<file path="config.mk">
export PLATFORM = sky130hd
export DESIGN_NAME = pipeline_sink_buffer_flat
export DESIGN_NICKNAME = d
export VERILOG_FILES = /design/src/rtl/pipeline_sink_buffer_pkg.sv /design/src/rtl/pipeline_sink_buffer_if.sv /design/src/rtl/pipeline_sink_buffer_sync_fifo.sv /design/src/rtl/pipeline_sink_buffer.sv /design/src/flat_wrapper.sv
export SDC_FILE = /design/constraint.sdc
export NUM_CORES = 1
export LEC_CHECK = 0
export ABC_AREA = 1
export CAP_MARGIN = 5
export CORE_ASPECT_RATIO = 1.4
export CORE_MARGIN = 2
export CORE_UTILIZATION = 48
export DETAILED_ROUTE_END_ITERATION = 10
export HOLD_SLACK_MARGIN = 0.1
export PLACE_DENSITY = 0.73
export SLEW_MARGIN = 15
export SYNTH_ARGS = -nofsm -noshare
export SYNTH_HDL_FRONTEND = slang
export SYNTH_SLANG_ARGS = --single-unit
</file>
<file path="constraint.sdc">
create_clock -name clk -period 9.18 [get_ports clk]
set_clock_uncertainty 0.05 [all_clocks]
set_input_delay 1.377 -clock clk [delete_from_list [all_inputs] [get_ports clk]]
set_output_delay 1.377 -clock clk [all_outputs]
set_load 0.02 [all_outputs]
</file>
<file path="src/rtl/pipeline_sink_buffer_pkg.sv">
// Shared widths, defaults and the buffered word layout for the pipeline sink buffer.
package pipeline_sink_buffer_pkg;

  localparam int ADDRESS_WIDTH  = 8;
  localparam int ID_WIDTH       = 4;
  localparam int SINK_DEPTH     = 4;
  localparam int SINK_CNT_WIDTH = 16;

  typedef struct packed {
    logic [ADDRESS_WIDTH-1:0] address;
    logic [ID_WIDTH-1:0]      id;
  } sink_word_t;

  localparam int SINK_WORD_WIDTH = $bits(sink_word_t);

endpackage

</file>
<file path="src/rtl/pipeline_sink_buffer_if.sv">
// Handshake bundle between the last pipeline stage, the sink buffer and the final consumer.
interface pipeline_sink_buffer_if;
  import pipeline_sink_buffer_pkg::*;

  logic [ADDRESS_WIDTH-1:0] in_address;
  logic [ID_WIDTH-1:0]      in_id;
  logic                     in_valid;
  logic                     out_stall;
  logic [ADDRESS_WIDTH-1:0] out_address;
  logic [ID_WIDTH-1:0]      out_id;
  logic                     out_valid;
  logic                     in_stall;

  // Master is the environment (pipeline plus consumer); slave is the buffer itself.
  modport master (
    output in_address, in_id, in_valid, in_stall,
    input  out_stall, out_address, out_id, out_valid
  );

  modport slave (
    input  in_address, in_id, in_valid, in_stall,
    output out_stall, out_address, out_id, out_valid
  );

endinterface

</file>
<file path="src/rtl/pipeline_sink_buffer_sync_fifo.sv">
// Synchronous FIFO with registered count; also exposes the count the next edge will load.
module pipeline_sink_buffer_sync_fifo #(
  parameter int DEPTH = 4,
  parameter int WIDTH = 12,
  localparam int PW = $clog2(DEPTH),
  localparam int CW = PW + 1
) (
  input  logic             clk,
  input  logic             reset,
  input  logic             i_push,
  input  logic             i_pop,
  input  logic [WIDTH-1:0] i_data,
  output logic [WIDTH-1:0] o_data,
  output logic             o_full,
  output logic             o_empty,
  output logic [CW-1:0]    o_countNext
);

  logic [WIDTH-1:0] r_storage [DEPTH];
  logic [PW-1:0]    r_rdPtr;
  logic [PW-1:0]    r_wrPtr;
  logic [CW-1:0]    r_count;
  logic             w_push;
  logic             w_pop;

  // Full and empty come only from the registered count, so a push at full is refused regardless of pop.
  assign o_full      = (r_count == CW'(DEPTH));
  assign o_empty     = (r_count == '0);
  assign w_push      = i_push && !o_full;
  assign w_pop       = i_pop && !o_empty;
  assign o_countNext = r_count + CW'(w_push) - CW'(w_pop);
  assign o_data      = r_storage[r_rdPtr];

  always_ff @(posedge clk) begin
    if (reset) begin
      r_rdPtr <= '0;
      r_wrPtr <= '0;
      r_count <= '0;
      for (int i = 0; i < DEPTH; i++) begin
        r_storage[i] <= '0;
      end
    end else begin
      if (w_push) begin
        r_storage[r_wrPtr] <= i_data;
        r_wrPtr            <= r_wrPtr + PW'(1);
      end
      if (w_pop) begin
        r_rdPtr <= r_rdPtr + PW'(1);
      end
      r_count <= o_countNext;
    end
  end

endmodule

</file>
<file path="src/rtl/pipeline_sink_buffer.sv">
// Elastic buffer after the address pipeline: FIFO, stall/valid mapping and saturating statistics.
module pipeline_sink_buffer
  import pipeline_sink_buffer_pkg::*;
#(
  parameter int DEPTH     = SINK_DEPTH,
  parameter int CNT_WIDTH = SINK_CNT_WIDTH
) (
  input  logic                     clk,
  input  logic                     reset,
  pipeline_sink_buffer_if.slave    bus,
  output logic [CNT_WIDTH-1:0]     accept_count,
  output logic [CNT_WIDTH-1:0]     stall_cycles,
  output logic [$clog2(DEPTH):0]   max_occupancy
);

  localparam int CW = $clog2(DEPTH) + 1;

  sink_word_t             w_inWord;
  sink_word_t             w_headWord;
  logic                   w_full;
  logic                   w_empty;
  logic                   w_push;
  logic                   w_pop;
  logic [CW-1:0]          w_countNext;
  logic [CNT_WIDTH-1:0]   r_acceptCount;
  logic [CNT_WIDTH-1:0]   r_stallCycles;
  logic [CW-1:0]          r_maxOccupancy;

  assign w_inWord = '{address: bus.in_address, id: bus.in_id};
  assign w_push   = bus.in_valid && !w_full;
  assign w_pop    = !w_empty && !bus.in_stall;

  pipeline_sink_buffer_sync_fifo #(
    .DEPTH (DEPTH),
    .WIDTH (SINK_WORD_WIDTH)
  ) u_fifo (
    .clk         (clk),
    .reset       (reset),
    .i_push      (w_push),
    .i_pop       (w_pop),
    .i_data      (w_inWord),
    .o_data      (w_headWord),
    .o_full      (w_full),
    .o_empty     (w_empty),
    .o_countNext (w_countNext)
  );

  assign bus.out_stall   = w_full;
  assign bus.out_valid   = !w_empty;
  assign bus.out_address = w_headWord.address;
  assign bus.out_id      = w_headWord.id;

  // Statistics stick at all-ones; the high-water mark tracks the count loaded at this edge.
  always_ff @(posedge clk) begin
    if (reset) begin
      r_acceptCount  <= '0;
      r_stallCycles  <= '0;
      r_maxOccupancy <= '0;
    end else begin
      if (w_push && (r_acceptCount != '1)) begin
        r_acceptCount <= r_acceptCount + CNT_WIDTH'(1);
      end
      if (bus.in_valid && w_full && (r_stallCycles != '1)) begin
        r_stallCycles <= r_stallCycles + CNT_WIDTH'(1);
      end
      if (w_countNext > r_maxOccupancy) begin
        r_maxOccupancy <= w_countNext;
      end
    end
  end

  assign accept_count  = r_acceptCount;
  assign stall_cycles  = r_stallCycles;
  assign max_occupancy = r_maxOccupancy;

endmodule

</file>
<file path="src/flat_wrapper.sv">
// flat-port wrapper written by rule: the top's interface ports become plain ports
module pipeline_sink_buffer_flat import pipeline_sink_buffer_pkg::*;
#(
  parameter int DEPTH     = SINK_DEPTH,
  parameter int CNT_WIDTH = SINK_CNT_WIDTH
)
  (clk, reset, accept_count, stall_cycles, max_occupancy, bus_in_address, bus_in_id, bus_in_valid, bus_in_stall, bus_out_stall, bus_out_address, bus_out_id, bus_out_valid);
  pipeline_sink_buffer_if bus_i ();
  input  logic clk;
  input  logic reset;
  output logic [CNT_WIDTH-1:0] accept_count;
  output logic [CNT_WIDTH-1:0] stall_cycles;
  output logic [$clog2(DEPTH):0] max_occupancy;
  input wire logic [$bits(bus_i.in_address)-1:0] bus_in_address;
  input wire logic [$bits(bus_i.in_id)-1:0] bus_in_id;
  input wire logic [$bits(bus_i.in_valid)-1:0] bus_in_valid;
  input wire logic [$bits(bus_i.in_stall)-1:0] bus_in_stall;
  output wire logic [$bits(bus_i.out_stall)-1:0] bus_out_stall;
  output wire logic [$bits(bus_i.out_address)-1:0] bus_out_address;
  output wire logic [$bits(bus_i.out_id)-1:0] bus_out_id;
  output wire logic [$bits(bus_i.out_valid)-1:0] bus_out_valid;
  assign bus_i.in_address = bus_in_address;
  assign bus_i.in_id = bus_in_id;
  assign bus_i.in_valid = bus_in_valid;
  assign bus_i.in_stall = bus_in_stall;
  assign bus_out_stall = bus_i.out_stall;
  assign bus_out_address = bus_i.out_address;
  assign bus_out_id = bus_i.out_id;
  assign bus_out_valid = bus_i.out_valid;
  pipeline_sink_buffer #(.DEPTH(DEPTH), .CNT_WIDTH(CNT_WIDTH)) u_core (.clk(clk), .reset(reset), .bus(bus_i), .accept_count(accept_count), .stall_cycles(stall_cycles), .max_occupancy(max_occupancy));
endmodule
</file>
==> results of run 1 <==
[layer usage]
metal	share of wire	vias up	global-route usage
li1	-	1988	-
met1	0.41	1818	0.2361
met2	0.52	105	0.3573
met3	0.037	23	0.02820
met4	0.027	0	0.1143
met5	0	-	0
[placed cells by master (no fill, tap or decap), types with 7 or more instances in the layout]
cell type        instances
nor2_4                   9
inv_2                    8
inv_1                   60
o22ai_1                 12
edfxtp_1                48
nand3_1                 33
nand2_1                 96
clkbuf_16                9
a21oi_1                 34
dfxtp_1                 44
clkdlybuf4s50_1         64
nor2_1                 149
o21ai_0                 36
ha_1                     7
[cell type report]
cell class / instances / area (um2)
clock buffers: 9 / 225.2
clock inverters: 6 / 90.09
fillers: 828 / 3804
inverters: 68 / 255.2
multi-input cells: 400 / 1917
flip-flops and latches: 92 / 2322
well taps: 110 / 137.6
repair buffers: 66 / 655.6
[logic make-up (layout without fill, tap and decap cells)]
| family | count (synthesis) | in the layout |
|---|---|---|
| simple gates | 303 | 303 |
| xor+xnor | 4 | 4 |
| fa+ha+maj | 8 | 8 |
| buf+inv | 86 | 149 |
| flops | 92 | 92 |
| compound gates | 85 | 85 |
[worst min-delay path by stage]
stage / start / endpoint / slack [ps] / depth (start not counted)
3_5_place_dp: u_core.u_fifo.r_rdPtr[0] / register / 410 / 1
4_1_cts: u_core.u_fifo.r_rdPtr[0] / register / 430 / 1
2_1_floorplan: u_core.u_fifo.r_rdPtr[1] / register / 390 / 2
5_1_grt: u_core.u_fifo.r_rdPtr[1] / u_core.u_fifo.r_rdPtr[1] / 460 / 2
3_3_place_gp: u_core.u_fifo.r_rdPtr[1] / u_core.u_fifo.r_rdPtr[1] / 400 / 2
6_report: u_core.u_fifo.r_rdPtr[1] / register / 430 / 2
[per-stage QoR]
stage / utilization / cells
finish: 0.5956 / 751
global route: 0.5956 / 751
CTS: 0.5956 / 751
detailed placement: 0.5621 / 736
global placement: 0.5621 / 736
floorplan: - / 578
[report_power, final]
| group | internal (mW) | switching [mW] |
|---|---|---|
| combinational | 0.149 | 0.227 |
| clock | 0.237 | 0.151 |
| sequential | 0.477 | 0.0363 |
| total | 0.863 | 0.415 |
[cells in the mapped netlist]
cell type	instances	share of area
buf_4	1	0.0016
nor3b_1	1	0.0016
nor2_4	9	0.022
o22ai_1	12	0.016
nand4_1	3	0.0041
nand3_1	33	0.036
edfxtp_1	48	0.31
buf_12	1	0.0043
nor2_1	149	0.12
nand3b_1	1	0.0016
buf_2	5	0.0054
fa_1	1	0.0043
nand2_2	2	0.0027
a21oi_4	1	0.0035
a21oi_1	34	0.037
inv_1	60	0.049
nor2_2	4	0.0054
buf_6	3	0.0073
nand4_2	1	0.0027
xor2_1	4	0.0076
nand3_2	2	0.0043
a31oi_1	1	0.0014
ha_1	7	0.019
nand2_4	1	0.0024
dfxtp_1	44	0.19
nor2_8	1	0.0043
o21ai_1	1	0.0011
nand2_1	96	0.078
o21ai_0	36	0.039
inv_2	8	0.0065
clkbuf_1	8	0.0065
[worst max-delay path, cell delays in order]
cell and delay [ps]:
clkdlybuf4s50_1 530, nand2_2 130, ha_1 300, inv_1 40
ha_1 190, fa_1 380, xor2_1 190, xor2_1 270
inv_1 80, ha_1 320, a21oi_1 150, nand2_1 60
nand2_1 100, inv_1 80, o21ai_0 160, a21oi_1 60
[state kept, by name, indices dropped and copies added, names as in the netlist, named ones only]
| register | cells |
|---|---|
| u_core.max_occupancy | 3 |
| u_core.u_fifo.r_wrPtr | 2 |
| u_core.stall_cycles | 16 |
| u_core.u_fifo.r_count | 3 |
| u_core.accept_count | 16 |
| u_core.u_fifo.r_rdPtr | 2 |
| u_core.u_fifo.r_storage | 48 |
==> summary.txt, run 1 <==
Run status
  • Outcome: finished, final reports clean

Routing
  • WL per Instance: 13.57 um
  • Via density per instance: 5.238
  • Initial DRC Count: 180
  • WL final: 10.19 mm
  • Vias: 3,934
  • Antenna Nets Post-Route: 0
  • DRC: 0
  • Drt pass-1 iters: 4

STA
  • WHS: 430.4 ps
  • Slew margin rel.: 0.4477
  • RSZ-0062 raised after global routing: no
  • Slew @ Worst Pin: 827.4 ps
  • Final Hold Viols: 0
  • Minimum clock period after layout: 4250 ps
  • Setup TNS: 0 ps
  • Count of pins over their slew limit: 0
  • Fmax: 0.2353 GHz
  • Worst Setup Slack, final: 4930 ps
  • # setup viols final: 0
  • Final period util: 0.4629

Floorplanning
  • Die height: 120.0 um
  • Die ar.: 10,420 um2
  • Core area: 9407 um2
  • I/O Pins: 65
  • Initial Util: 0.4902
  • Rows: 42
  • Die W: 86.83 um

Clock tree
  • CTS root buf: clkbuf_16
  • Post-CTS Hold Buffers: 0
  • Clock slew at reported path FFs: 60 ps
  • Post-CTS Setup Bufs: 0
  • Total CTS buffers: 9
  • Htree depth: 3
  • Longest Clk Path Bufs: 2
  • Clock latency on the worst-skew pair: 340 ps
  • Post-cts gate resize count: 0
  • Clock sink total: 92
  • CTS tree: yes

Yosys
  • Mapped Nets: 602
  • Post-synthesis mux area share: 0
  • Area share of fa/ha/maj cells after synthesis: 0.02334
  • Distinct cells, synth: 31
  • Synth Area in Simple Gates: 0.2866
  • Post-synthesis register bit count: 92
  • Syn avg cell area: 7.977 um2
  • YS warnings: 0
  • Seq/Total Area, Yosys: 0.5037
  • Main combinational cell family by area after synthesis: simple AND/OR/NAND/NOR gates
  • XOR/XNOR Fraction of Synth Area: 0.007598
  • Cell Area, Synth: 4611 um2
  • Post-Synthesis Cells: 578
  • Compound-Gate Fraction of Synth Area: 0.09824

Worst setup path
  • Setup crit end kind: register
  • CP max FO: 7
  • CP startpoint: bus_in_valid
  • Worst Path Arrival: 4430 ps
  • R2R Path Start: u_core.u_fifo.r_count[2]
  • Flop2flop setup slack: 5840 ps
  • Worst EP required: 9360 ps
  • FF-to-FF path depth: 16
  • CP Class: input port to register
  • FF-to-FF End: u_core.max_occupancy[0]
  • Crit path capture: u_core.max_occupancy[0]
  • Worst Setup Start Kind: input port

Finish
  • Diodes inserted: 0
  • Final instance area: 5603 um2
  • P&R area growth vs syn: 21.52%
  • # nets final: 661
  • Layout cells sized above 1: 0.07176

Global route
  • Largest net degree at the start of global routing: 39
  • GRT Total Usage: 0.2051
  • Antenna violations before repair: 0
  • Global-route wire length before repair: 16.83 mm
  • Vias in the first global route: 3,800
  • GRT overflow: 0

Hold path
  • HP Class: register to register

Run
  • Max cap viols: 0

Place
  • # port buffers: 64
  • GP Congestion: 0.8615
  • Dpl ws: 4599 ps
  • Dpl cell area: 5288 um2
  • DP HPWL: 7.212 mm

Power
  • Max VDD drop: 0.1417 mV
  • Pwr dens: 228.1 nW/um2
  • LEAKAGE: 2.157 nW
  • Tot Pwr: 1.278 mW
No activity file was read; power rests on OpenSTA's default activity.
==> run 2: changes to the inputs <==
--- a/config.mk
+++ b/config.mk
@@ -12,7 +12,7 @@
 export CORE_UTILIZATION = 48
 export DETAILED_ROUTE_END_ITERATION = 10
 export HOLD_SLACK_MARGIN = 0.1
-export PLACE_DENSITY = 0.73
+export PLACE_DENSITY = 0.75
 export SLEW_MARGIN = 15
 export SYNTH_ARGS = -nofsm -noshare
 export SYNTH_HDL_FRONTEND = slang
==> constraint.sdc (replaced) <==
create_clock -name clk -period 3.9 [get_ports clk]
set_clock_uncertainty 0.05 [all_clocks]
set_input_delay 0.585 -clock clk [delete_from_list [all_inputs] [get_ports clk]]
set_output_delay 0.585 -clock clk [all_outputs]
set_load 0.02 [all_outputs]
==> summary.txt, run 2 (synthesized netlist as in run 1, its figures left out) <==
Worst setup path
  • CP Class: input port to register
  • Worst EP required: 4080 ps
  • CP max FO: 7
  • Worst Path Arrival: 3670 ps
  • Worst Setup Start Kind: input port
  • CP max stage cell: clkdlybuf4s50_1
  • CP delay by family, top: adder cells
  • Buf/Inv on CP: 4
  • Flop2flop setup slack: 640 ps
  • CP max stage delay: 550 ps
  • Setup crit end kind: register
  • Worst path cell trace: clkdlybuf4s50_1 > nand2_2 > ha_1 > inv_1 > ha_1 > fa_1 > xor2_1 > xor2_1 > inv_1 > ha_1 > a21oi_1 > nand2_1 > nand2_1 > inv_1 > o21ai_0 > a21oi_1

STA
  • Worst Setup Slack, final: 410.8 ps
  • Fmax: 0.2866 GHz
  • Slew margin rel.: 0.5518
  • Slew @ Worst Pin: 671.5 ps
  • RSZ-0062 raised after global routing: no
  • Final period util: 0.8947
  • Final Hold Viols: 0
  • # setup viols final: 0
  • Minimum clock period after layout: 3489 ps
  • Count of pins over their slew limit: 0
  • Setup TNS: 0 ps

Routing
  • Via density per instance: 5.196
  • Drt pass-1 iters: 5
  • Initial DRC Count: 244
  • WL per Instance: 13.44 um
  • DRC: 0
  • WL final: 10.13 mm
  • Vias: 3,918
  • Antenna Nets Post-Route: 0

Floorplanning
  • I/O Pins: 65
  • Core area: 9407 um2
  • Die ar.: 10,420 um2
  • Initial Util: 0.4902
  • Die W: 86.83 um
  • Rows: 42
  • Die height: 120.0 um

Global route
  • Antenna violations before repair: 0
  • Largest net degree at the start of global routing: 39
  • Vias in the first global route: 3,814
  • GRT overflow: 0
  • Global-route wire length before repair: 16.96 mm
  • GRT Total Usage: 0.2062

Power
  • LEAKAGE: 2.172 nW
  • Max VDD drop: 0.3351 mV
  • Pwr dens: 538.8 nW/um2

Clock tree
  • Longest Clk Path Bufs: 2
  • Clock sink total: 92
  • CTS tree: yes
  • Clock latency on the worst-skew pair: 340 ps
  • Post-CTS Setup Bufs: 0
  • Clock slew at reported path FFs: 60 ps
  • Post-CTS Hold Buffers: 0
  • Post-cts gate resize count: 0
  • Htree depth: 3
  • Total CTS buffers: 9
  • CTS root buf: clkbuf_16

Finish
  • Diodes inserted: 0
  • P&R area growth vs syn: 22.01%
  • Fillers: 854
  • Largest register FFs: 48
  • Layout cells sized above 1: 0.07609
  • Most common library cell in the layout ignoring fill and taps: nor2_1
  • Most frequent cells in the layout: nor2_1, nand2_1, clkdlybuf4s50_1
  • Register bank with the most flops: u_core.u_fifo.r_storage
  • # nets final: 664
  • Final instance area: 5625 um2

Hold path
  • HP Class: register to register

Run
  • Max cap viols: 0

Place
  • Dpl cell area: 5310 um2
  • # port buffers: 64
  • DP HPWL: 7.155 mm
  • Dpl ws: 61.65 ps
  • GP Congestion: 0.8518

Run status
  • Outcome: finished, final reports clean
## run 2: path summary, 6_finish.rpt
kind | from | end | cells after the start
max | bus_in_valid | u_core.max_occupancy[0] | 16
min | u_core.max_occupancy[1] | u_core.max_occupancy[1] | 2
max reg2reg | u_core.u_fifo.r_count[1] | u_core.max_occupancy[0] | 17
min reg2reg | u_core.max_occupancy[1] | u_core.max_occupancy[1] | 2
## run 2: where the power goes
part           internal (mW)  switching (mW)  leakage [nW]
sequential              1.12          0.0630         0.856
clock                  0.558           0.362         0.151
combinational          0.360           0.566          1.16
## run 2: area by class of cell
class | instances | area [um2] | share of cell area
multi-input combinational | 400 | 1917 | 0.3407
tap | 110 | 137.6 | 0.02447
clock inverter | 6 | 90.09 | 0.01601
inverter | 68 | 255.2 | 0.04537
timing repair buffer | 69 | 678.2 | 0.1206
clock buffer | 9 | 225.2 | 0.04004
sequential | 92 | 2322 | 0.4128
## run 2: per-layer routing
metal,vias up,share of wire,GRT usage
li1,1997,-,-
met5,-,0,0
met1,1813,0.41,0.2382
met3,10,0.038,0.04539
met2,98,0.54,0.3693
met4,0,0.015,0.06836
## run 2: through the flow
stage          total power, mW  instances  utilization  hold WS [ps]
3_3_place_gp             2.082        739       0.5645         400.5
5_1_grt                  3.196        754       0.5980         462.5
3_5_place_dp             2.126        739       0.5645         419.7
6_report                 3.031        754       0.5980         428.7
4_1_cts                  3.046        754       0.5980         429.7
2_1_floorplan            1.799        578            -         385.6
## run 2: tightest hold or removal path, cell delays in order (launching register included)
cell	delay (ps)
dfxtp_1	310
inv_1	70
a21oi_1	60
==> run 3: changes to the inputs <==
--- a/config.mk
+++ b/config.mk
@@ -7,7 +7,7 @@
 export LEC_CHECK = 0
 export ABC_AREA = 1
 export CAP_MARGIN = 5
-export CORE_ASPECT_RATIO = 1.4
+export CORE_ASPECT_RATIO = 1.5
 export CORE_MARGIN = 2
 export CORE_UTILIZATION = 48
 export DETAILED_ROUTE_END_ITERATION = 10
==> summary.txt, run 3 (synthesized netlist as in run 1, its figures left out) <==
Place
  • GP Congestion: 0.8676
  • DP HPWL: 7.178 mm
  • Dpl ws: 62.13 ps
  • # port buffers: 64

Run status
  • Outcome: finished, final reports clean

Worst setup path
  • FF-to-FF path depth: 17
  • CP max stage delay: 540 ps
  • Crit path capture: u_core.max_occupancy[0]
  • Worst Setup Start Kind: input port
  • CP max stage cell: clkdlybuf4s50_1
  • Worst EP required: 4080 ps
  • CP max FO: 7
  • R2R Path Start: u_core.u_fifo.r_count[1]
  • Setup crit end kind: register
  • Flop2flop setup slack: 630 ps
  • Worst path cell trace: clkdlybuf4s50_1 > nand2_2 > ha_1 > inv_1 > ha_1 > fa_1 > xor2_1 > xor2_1 > inv_1 > ha_1 > a21oi_1 > nand2_1 > nand2_1 > inv_1 > o21ai_0 > a21oi_1
  • Worst Path Arrival: 3640 ps
  • FF-to-FF End: u_core.max_occupancy[0]
  • CP startpoint: bus_in_valid
  • CP Class: input port to register

Clock tree
  • Post-CTS Hold Buffers: 0
  • Longest Clk Path Bufs: 2
  • Htree depth: 3
  • CTS tree: yes
  • Post-cts gate resize count: 0
  • Clock slew at reported path FFs: 60 ps
  • CTS root buf: clkbuf_16
  • Clock sink total: 92
  • Total CTS buffers: 9
  • Clock latency on the worst-skew pair: 340 ps
  • Post-CTS Setup Bufs: 0

Finish
  • Fillers: 805
  • Layout cells sized above 1: 0.07442
  • Most common library cell in the layout ignoring fill and taps: nor2_1
  • Diodes inserted: 0
  • Most frequent cells in the layout: nor2_1, nand2_1, clkdlybuf4s50_1
  • # nets final: 664
  • Largest register FFs: 48
  • P&R area growth vs syn: 21.57%
  • Register bank with the most flops: u_core.u_fifo.r_storage

STA
  • Slew margin rel.: 0.5602
  • Fmax: 0.2892 GHz
  • Worst Setup Slack, final: 442.2 ps
  • RSZ-0062 raised after global routing: no
  • Final period util: 0.8866
  • Slew @ Worst Pin: 659.0 ps
  • Final Hold Viols: 0
  • Count of pins over their slew limit: 0
  • Setup TNS: 0 ps
  • # setup viols final: 0
  • Minimum clock period after layout: 3458 ps

Global route
  • GRT Total Usage: 0.2008
  • GRT overflow: 0
  • Largest net degree at the start of global routing: 39
  • Vias in the first global route: 3,748
  • Antenna violations before repair: 0
  • Global-route wire length before repair: 16.52 mm

Power
  • Psw: 975.3 uW
  • Cell Int Power: 1.974 mW
  • Switching Share: 0.3307
  • Clock power share: 0.289
  • Combinational fraction of design power: 0.309
  • LEAKAGE: 2.161 nW
  • Sequential share of power: 0.402
  • Max VDD drop: 0.2841 mV
  • Pwr dens: 526.1 nW/um2

Routing
  • DRC: 0
  • Initial DRC Count: 246
  • Vias: 3,936
  • Antenna Nets Post-Route: 0
  • WL final: 10.13 mm
  • Drt pass-1 iters: 5
  • WL per Instance: 13.38 um
  • Via density per instance: 5.199

Floorplanning
  • I/O Pins: 65
  • Rows: 43
  • Core area: 9308 um2
  • Die ar.: 10,420 um2
  • Die W: 84.03 um
  • Initial Util: 0.4954
  • Die height: 124.0 um

Hold path
  • HP Class: register to register

Run
  • Max cap viols: 0
==> run 3: worst max-delay path: cells and delay by family <==
| family | cells | cell delay [ps] |
|---|---|---|
| adder cells (fa/ha/maj) | 4 | 1180 |
| buffers and inverters | 4 | 740 |
| XOR/XNOR | 2 | 480 |
| AND/OR/NAND/NOR | 3 | 290 |
| AO/OA/AOI/OAI | 3 | 380 |
==> run 3: layout make-up <==
class	count	area (um2)	area share
clock inverters	7	67.56	0.01205
inverters	68	255.2	0.04554
repair buffers	69	678.2	0.1210
flip-flops and latches	92	2322	0.4143
clock buffers	9	225.2	0.04018
well taps	112	140.1	0.02500
multi-input cells	400	1917	0.3420
==> run 3: how the worst min path moves through the flow <==
| stage | from | end | cells past startpoint |
|---|---|---|---|
| final | u_core.u_fifo.r_rdPtr[1] | register | 2 |
| after CTS | u_core.u_fifo.r_rdPtr[1] | u_core.u_fifo.r_rdPtr[1] | 2 |
| after global placement | u_core.u_fifo.r_rdPtr[1] | u_core.u_fifo.r_rdPtr[1] | 2 |
| after global routing | u_core.u_fifo.r_rdPtr[0] | register | 1 |
| after floorplan | u_core.u_fifo.r_rdPtr[1] | register | 2 |
| after detailed placement | u_core.u_fifo.r_rdPtr[1] | u_core.u_fifo.r_rdPtr[1] | 2 |
==> run 3: per-layer routing <==
| metal | wire length, um | part of all wire | GRT usage | vias up |
|---|---|---|---|---|
| li1 | - | - | - | 2001 |
| met1 | 3931 | 0.39 | 0.2064 | 1826 |
| met2 | 5530 | 0.55 | 0.3839 | 95 |
| met3 | 439 | 0.043 | 0.04639 | 14 |
| met4 | 224 | 0.022 | 0.09073 | 0 |
| met5 | 0 | 0 | 0 | - |
==> run 3: power groups by stage <==
stage,Clock [mW],Combinational (mW),Sequential (mW)
after floorplan,0,0.584,1.22
after global placement,0,0.881,1.20
after detailed placement,0,0.917,1.21
after CTS,0.865,0.923,1.19
after global routing,0.900,1.01,1.20
final,0.852,0.911,1.19
==> run 3: per-stage QoR <==
stage | hold WS (ps) | total power, mW | utilization | cells | area (um2)
final | 415.8 | 2.949 | 0.6022 | 757 | 5605
after global routing | 455.6 | 3.105 | 0.6022 | 757 | 5605
after CTS | 418.3 | 2.975 | 0.6022 | 757 | 5605
after detailed placement | 406.7 | 2.124 | 0.5708 | 741 | 5313
after global placement | 402.1 | 2.084 | 0.5708 | 741 | 5313
after floorplan | 385.6 | 1.799 | - | 578 | 4611
